## config.mk

```make
export PLATFORM = sky130hd
export DESIGN_NAME = arbi_req_issuer
export DESIGN_NICKNAME = d
export VERILOG_FILES = /design/src/rtl/arbi_pkg.sv /design/src/rtl/arbi_req_fifo.sv /design/src/rtl/arbi_req_issuer.sv
export SDC_FILE = /design/constraint.sdc
export NUM_CORES = 1
export LEC_CHECK = 0
export CORE_MARGIN = 1
export CORE_UTILIZATION = 49
export DETAILED_ROUTE_END_ITERATION = 8
export HOLD_SLACK_MARGIN = 0.12
export PLACE_DENSITY = 0.83
export SYNTH_ARGS = -nofsm -noshare
export SYNTH_HDL_FRONTEND = slang
export SYNTH_SLANG_ARGS = --single-unit
```

## constraint.sdc

```tcl
create_clock -name clk -period 2.1 [get_ports clk]
set_clock_uncertainty 0.2 [all_clocks]
set_input_delay 0.63 -clock clk [delete_from_list [all_inputs] [get_ports clk]]
set_output_delay 0.63 -clock clk [all_outputs]
set_load 0.02 [all_outputs]
```

## src/rtl/arbi_pkg.sv

```systemverilog
// Shared definitions for the arbiter request issuer: default data width
// and the per-channel request state encoding.
package arbi_pkg;

  localparam int DATA_W_DEF = 8;

  typedef enum logic [1:0] {
    IDLE = 2'd0,
    REQ  = 2'd1,
    GAP  = 2'd2
  } req_state_e;

endpackage

```

## src/rtl/arbi_req_fifo.sv

```systemverilog
// Synchronous per-channel FIFO. Head is the word at the read pointer.
// Occupancy is a separate up/down counter (0..DEPTH). Storage is not reset.
module arbi_req_fifo #(
  parameter int DATA_W = 8,
  parameter int DEPTH  = 4
) (
  input  logic                     clk,
  input  logic                     reset,
  input  logic                     push,
  input  logic [DATA_W-1:0]        push_data,
  input  logic                     pop,
  output logic [DATA_W-1:0]        head,
  output logic [$clog2(DEPTH):0]   cnt,
  output logic                     full,
  output logic                     empty
);

  localparam int AW = $clog2(DEPTH);
  localparam int CW = AW + 1;

  logic [DATA_W-1:0] mem_q [DEPTH];
  logic [AW-1:0]     wr_ptr_q, wr_ptr_d;
  logic [AW-1:0]     rd_ptr_q, rd_ptr_d;
  logic [CW-1:0]     cnt_q, cnt_d;
  logic              do_push, do_pop;

  assign full    = (cnt_q == CW'(DEPTH));
  assign empty   = (cnt_q == '0);
  assign do_pop  = pop && !empty;
  // A simultaneous pop frees the slot, so a push at full is still safe.
  assign do_push = push && (!full || do_pop);
  assign head    = mem_q[rd_ptr_q];
  assign cnt     = cnt_q;

  // Next pointer and occupancy values.
  always_comb begin
    wr_ptr_d = wr_ptr_q;
    rd_ptr_d = rd_ptr_q;
    cnt_d    = cnt_q;
    if (do_push) wr_ptr_d = wr_ptr_q + AW'(1);
    if (do_pop)  rd_ptr_d = rd_ptr_q + AW'(1);
    unique case ({do_push, do_pop})
      2'b10:   cnt_d = cnt_q + CW'(1);
      2'b01:   cnt_d = cnt_q - CW'(1);
      default: cnt_d = cnt_q;
    endcase
  end

  // Pointer and occupancy registers.
  always_ff @(posedge clk or negedge reset) begin
    if (!reset) begin
      wr_ptr_q <= '0;
      rd_ptr_q <= '0;
      cnt_q    <= '0;
    end else begin
      wr_ptr_q <= wr_ptr_d;
      rd_ptr_q <= rd_ptr_d;
      cnt_q    <= cnt_d;
    end
  end

  // Word storage, written on accepted push.
  always_ff @(posedge clk) begin
    if (do_push) mem_q[wr_ptr_q] <= push_data;
  end

endmodule

```

## src/rtl/arbi_req_issuer.sv

```systemverilog
// Two-channel request feeder for the two-requester arbiter.
// Optional grant/stall statistics: define ARBI_REQ_STATS_EN.
//
// state | meaning
// IDLE  | FIFO empty, no request
// REQ   | req_x high, head presented; retire on grant qualified by last-cycle req
// GAP   | one cycle with req_x low after a retire, lets the other channel win
module arbi_req_issuer
  import arbi_pkg::*;
#(
  parameter int DATA_W = DATA_W_DEF,
  parameter int DEPTH  = 4
) (
  input  logic                   clk,
  input  logic                   reset,
  input  logic                   in0_valid,
  input  logic [DATA_W-1:0]      in0_data,
  output logic                   in0_ready,
  input  logic                   in1_valid,
  input  logic [DATA_W-1:0]      in1_data,
  output logic                   in1_ready,
  output logic                   req_0,
  output logic                   req_1,
  output logic [DATA_W-1:0]      data_in0,
  output logic [DATA_W-1:0]      data_in1,
  input  logic                   grant_0,
  input  logic                   grant_1,
  output logic [$clog2(DEPTH):0] cnt0,
  output logic [$clog2(DEPTH):0] cnt1
`ifdef ARBI_REQ_STATS_EN
  ,
  output logic [15:0]            gnt_cnt0,
  output logic [15:0]            gnt_cnt1,
  output logic [15:0]            stall_cnt0,
  output logic [15:0]            stall_cnt1
`endif
);

  localparam int CW = $clog2(DEPTH) + 1;

  logic [1:0]        push, pop, full, empty, req, grant;
  logic [1:0]        req_hist_q, req_hist_d;
  logic [DATA_W-1:0] in_data [2];
  logic [DATA_W-1:0] head    [2];
  logic [CW-1:0]     cnt     [2];
  req_state_e        state_q [2];
  req_state_e        state_d [2];

  assign in_data[0] = in0_data;
  assign in_data[1] = in1_data;
  assign push       = {in1_valid && !full[1], in0_valid && !full[0]};
  assign grant      = {grant_1, grant_0};
  assign req_hist_d = req;

  for (genvar ch = 0; ch < 2; ch++) begin : g_ch
    arbi_req_fifo #(
      .DATA_W (DATA_W),
      .DEPTH  (DEPTH)
    ) u_fifo (
      .clk       (clk),
      .reset     (reset),
      .push      (push[ch]),
      .push_data (in_data[ch]),
      .pop       (pop[ch]),
      .head      (head[ch]),
      .cnt       (cnt[ch]),
      .full      (full[ch]),
      .empty     (empty[ch])
    );
  end

  assign in0_ready = !full[0];
  assign in1_ready = !full[1];
  assign req_0     = req[0];
  assign req_1     = req[1];
  assign data_in0  = empty[0] ? '0 : head[0];
  assign data_in1  = empty[1] ? '0 : head[1];
  assign cnt0      = cnt[0];
  assign cnt1      = cnt[1];

  // Channel FSMs: a grant only retires the head if req was already high
  // last cycle, since the arbiter holds grant_x after req_x drops.
  always_comb begin
    for (int i = 0; i < 2; i++) begin
      state_d[i] = state_q[i];
      pop[i]     = 1'b0;
      req[i]     = (state_q[i] == REQ);
      unique case (state_q[i])
        IDLE: if (cnt[i] != '0) state_d[i] = REQ;
        REQ: begin
          if (grant[i] && req_hist_q[i]) begin
            pop[i]     = 1'b1;
            state_d[i] = GAP;
          end
        end
        GAP:     state_d[i] = (cnt[i] != '0) ? REQ : IDLE;
        default: state_d[i] = IDLE;
      endcase
    end
  end

  // FSM state and request history registers.
  always_ff @(posedge clk or negedge reset) begin
    if (!reset) begin
      state_q[0] <= IDLE;
      state_q[1] <= IDLE;
      req_hist_q <= '0;
    end else begin
      state_q[0] <= state_d[0];
      state_q[1] <= state_d[1];
      req_hist_q <= req_hist_d;
    end
  end

`ifdef ARBI_REQ_STATS_EN
  logic [15:0] gnt_cnt_q   [2];
  logic [15:0] gnt_cnt_d   [2];
  logic [15:0] stall_cnt_q [2];
  logic [15:0] stall_cnt_d [2];

  // Saturating retire and stall counters.
  always_comb begin
    for (int i = 0; i < 2; i++) begin
      gnt_cnt_d[i]   = gnt_cnt_q[i];
      stall_cnt_d[i] = stall_cnt_q[i];
      if (pop[i] && (gnt_cnt_q[i] != 16'hFFFF))
        gnt_cnt_d[i] = gnt_cnt_q[i] + 16'd1;
      if (req[i] && !pop[i] && (stall_cnt_q[i] != 16'hFFFF))
        stall_cnt_d[i] = stall_cnt_q[i] + 16'd1;
    end
  end

  // Statistics registers.
  always_ff @(posedge clk or negedge reset) begin
    if (!reset) begin
      for (int i = 0; i < 2; i++) begin
        gnt_cnt_q[i]   <= '0;
        stall_cnt_q[i] <= '0;
      end
    end else begin
      for (int i = 0; i < 2; i++) begin
        gnt_cnt_q[i]   <= gnt_cnt_d[i];
        stall_cnt_q[i] <= stall_cnt_d[i];
      end
    end
  end

  assign gnt_cnt0   = gnt_cnt_q[0];
  assign gnt_cnt1   = gnt_cnt_q[1];
  assign stall_cnt0 = stall_cnt_q[0];
  assign stall_cnt1 = stall_cnt_q[1];
`else
  // Statistics counters are not built.
`endif

endmodule

```

==> metrics.txt <==
via count=approximately 1900; type of origin of the critical path=register; Final period util=119%; failing checks=negative setup slack; commonest non-fill, non-tap cell in the layout=edfxtp_1; hold buffers post-CTS=0; sequential area share after synthesis=a little over two thirds; minimum clock period=2500 ps; drt drc=0; critical setup path kind=register to primary output; Rows=30; Max Cap Viol=0; drt via density=between 4 and 5; Final Net Count=320; CORE AREA=a little under 0.007 mm2; Worst slew margin=72.3%; Mapped Avg Cell Area=18.2 um2; clock sink count=between 80 and 90; drt total wl=roughly 6400 um; RD Place Congestion=0.716; Port-buffer cells=between 40 and 50; register area=0.00243 mm2; Detailed Place HPWL=4290 um; initial core utilization=50.8%; setup repair after global routing missed its margin=true; Filler cells=480; routed len/inst=between 15 and 20 um; chip height=86.2 um; status=finished, violations left; count of pins over their slew limit=0; initial drt markers=about 90; #FFs+latches synth=84; dpl cells=approximately 360; maximum clock rate=about 400 MHz; Async SR Flop Fraction=23.8%; Syn Inst Count=about 190; first-pass GRT wire length=about 9900 um; CTS root buf=clkbuf_8; GRT Overall Usage=roughly 18%; vias in the first global route=between 1500 and 2000; multi-input logic area=0.00112 mm2; WP data required=1270 ps; CTS Buf Count=9; finished layout cell area=0.00470 mm2; Max FO, Critical Path=8; Non-Filler Instances=slightly below 400; IO Count=48; most frequent cells in the layout=64 x edfxtp_1, 38 x buf_4, 19 x clkdlybuf4s50_1, 16 x mux4_2, 16 x buf_6; antenna violations before repair=0; distinct cell type count of the synthesized netlist=24; Syn Nets=approximately 230; YS warnings=0; number of diodes=0; htree depth=3; arrival time worst endpoint=around 1700 ps; CTS tree=done; DRT Pass-1 Iters=4; Post-synth top flop=edfxtp_1; final design utilization=68.8%; Overflow after GRT=0; crit end category=primary output; sum of negative setup slack=-6590 ps; worst vdd ir=approximately 0.63 mV; Post-DRT Antenna Nets=0; largest net degree at the start of global routing=21; CTS max path bufs=2; leakage=between 1.5 and 2 nW; P per Cell Area=roughly 1500 mW/mm2; final worst slack=-398 ps; Post-Syn Area=between 0.003 and 0.004 mm2; Worst Max-Slew Pin Slew=roughly 420 ps; area delta synth->final=35.3%; clock slew seen by the registers of the worst setup and hold paths=approximately 80 ps; setup violators final=22; clk_lat worst skew=between 300 and 400 ps; pre-CTS setup slack=-797 ps; HP Class=register to register; final hold violations=0; Post-synth EDFFs=64; Die Wd=between 80 and 90 um; placed cell areas=roughly 0.0044 mm2; die footprint=roughly 0.0074 mm2; share of cells above drive strength 1=around 46%
-- worst max-delay path: stages (launching register included) --
cell and delay [ps]:
dfrtp_1 400, buf_12 150, mux4_2 480, nor2b_2 160, buf_6 120
-- through the flow --
stage	hold WS [ps]	power, W
3_5_place_dp	252	0.00573
2_1_floorplan	134	0.00428
3_3_place_gp	243	0.00562
4_1_cts	260	0.00666
5_1_grt	286	0.00735
6_report	277	0.00698
-- metal layers --
| metal | global-route usage (%) | part of all wire (%) | wire length (um) |
|---|---|---|---|
| met3 | 4.00 | 3.5 | 222 |
| met4 | 7.58 | 1.4 | 89 |
| met2 | 30.3 | 51 | 3260 |
| met5 | 0 | 0 | 0 |
| met1 | 23.6 | 44 | 2810 |
-- kinds of logic (layout without fill, tap and decap cells) --
family          after synthesis  in the layout  synth area share [%]
simple gates                 43             43                  8.25
compound gates                3              3                 0.649
flops                        84             84                  69.8
xor+xnor                     12             12                  3.03
mux                          19             19                  11.5
fa+ha+maj                    12             12                  4.76
buf+inv                      18            118                  2.02
-- worst paths after layout --
path / slack, ps / from / endpoint / cells past startpoint
max in group asynchronous: 1020 / reset / g_ch[0].u_fifo.cnt[2] / 2
hold reg to reg: 280 / state_q[0] / state_q[0] / 1
min in group asynchronous: 430 / reset / state_q[1] / 2
setup reg to reg: -210 / g_ch[0].u_fifo.cnt[0] / g_ch[0].u_fifo.cnt[2] / 9
hold / removal: 280 / state_q[0] / state_q[0] / 1
setup / recovery: -400 / g_ch[1].u_fifo.rd_ptr_q[0] / data_in1[4] / 4
-- report_power, final --
group,switching (W),internal (W)
sequential,0.000299,0.00228
clock,0.000532,0.000432
combinational,0.00156,0.00189
total,0.00239,0.00459
-- registers in the layout (all words and copies together), names as in the netlist --
signal and count:
g_ch.u_fifo.wr_ptr_q 4, req_hist_q 2, g_ch.u_fifo.mem_q 64, g_ch.u_fifo.cnt 6, state_q 4, g_ch.u_fifo.rd_ptr_q 4
-- cell usage after synthesis (all sizes together) (3+ instances only) --
cell    count  area [um2]
xnor2       4        35.0
clkbuf      4        15.0
ha         10         125
nand2       3        11.3
dfrtp      20         500
inv        12        45.0
edfxtp     64        1920
xor2        8        70.1
nor2b      20         125
mux4       16         360
and3        8        55.1
-- final cells by class --
| cell class | instances | share of cell area, % |
|---|---|---|
| tap | 96 | 2.56 |
| inverter | 12 | 1.07 |
| multi-input combinational | 89 | 23.9 |
| timing repair buffer | 90 | 17.3 |
| clock buffer | 12 | 2.88 |
| clock inverter | 4 | 0.586 |
| sequential | 84 | 51.7 |
-- timing repair --
item,CTS,global route
setup buffers,4,2
cloned,1,1
gates resized for setup,113,40
pin swaps,12,5
setup endpoints to repair,30,24
hold endpoints to repair,0,0
(Power assumes the default switching activity.)
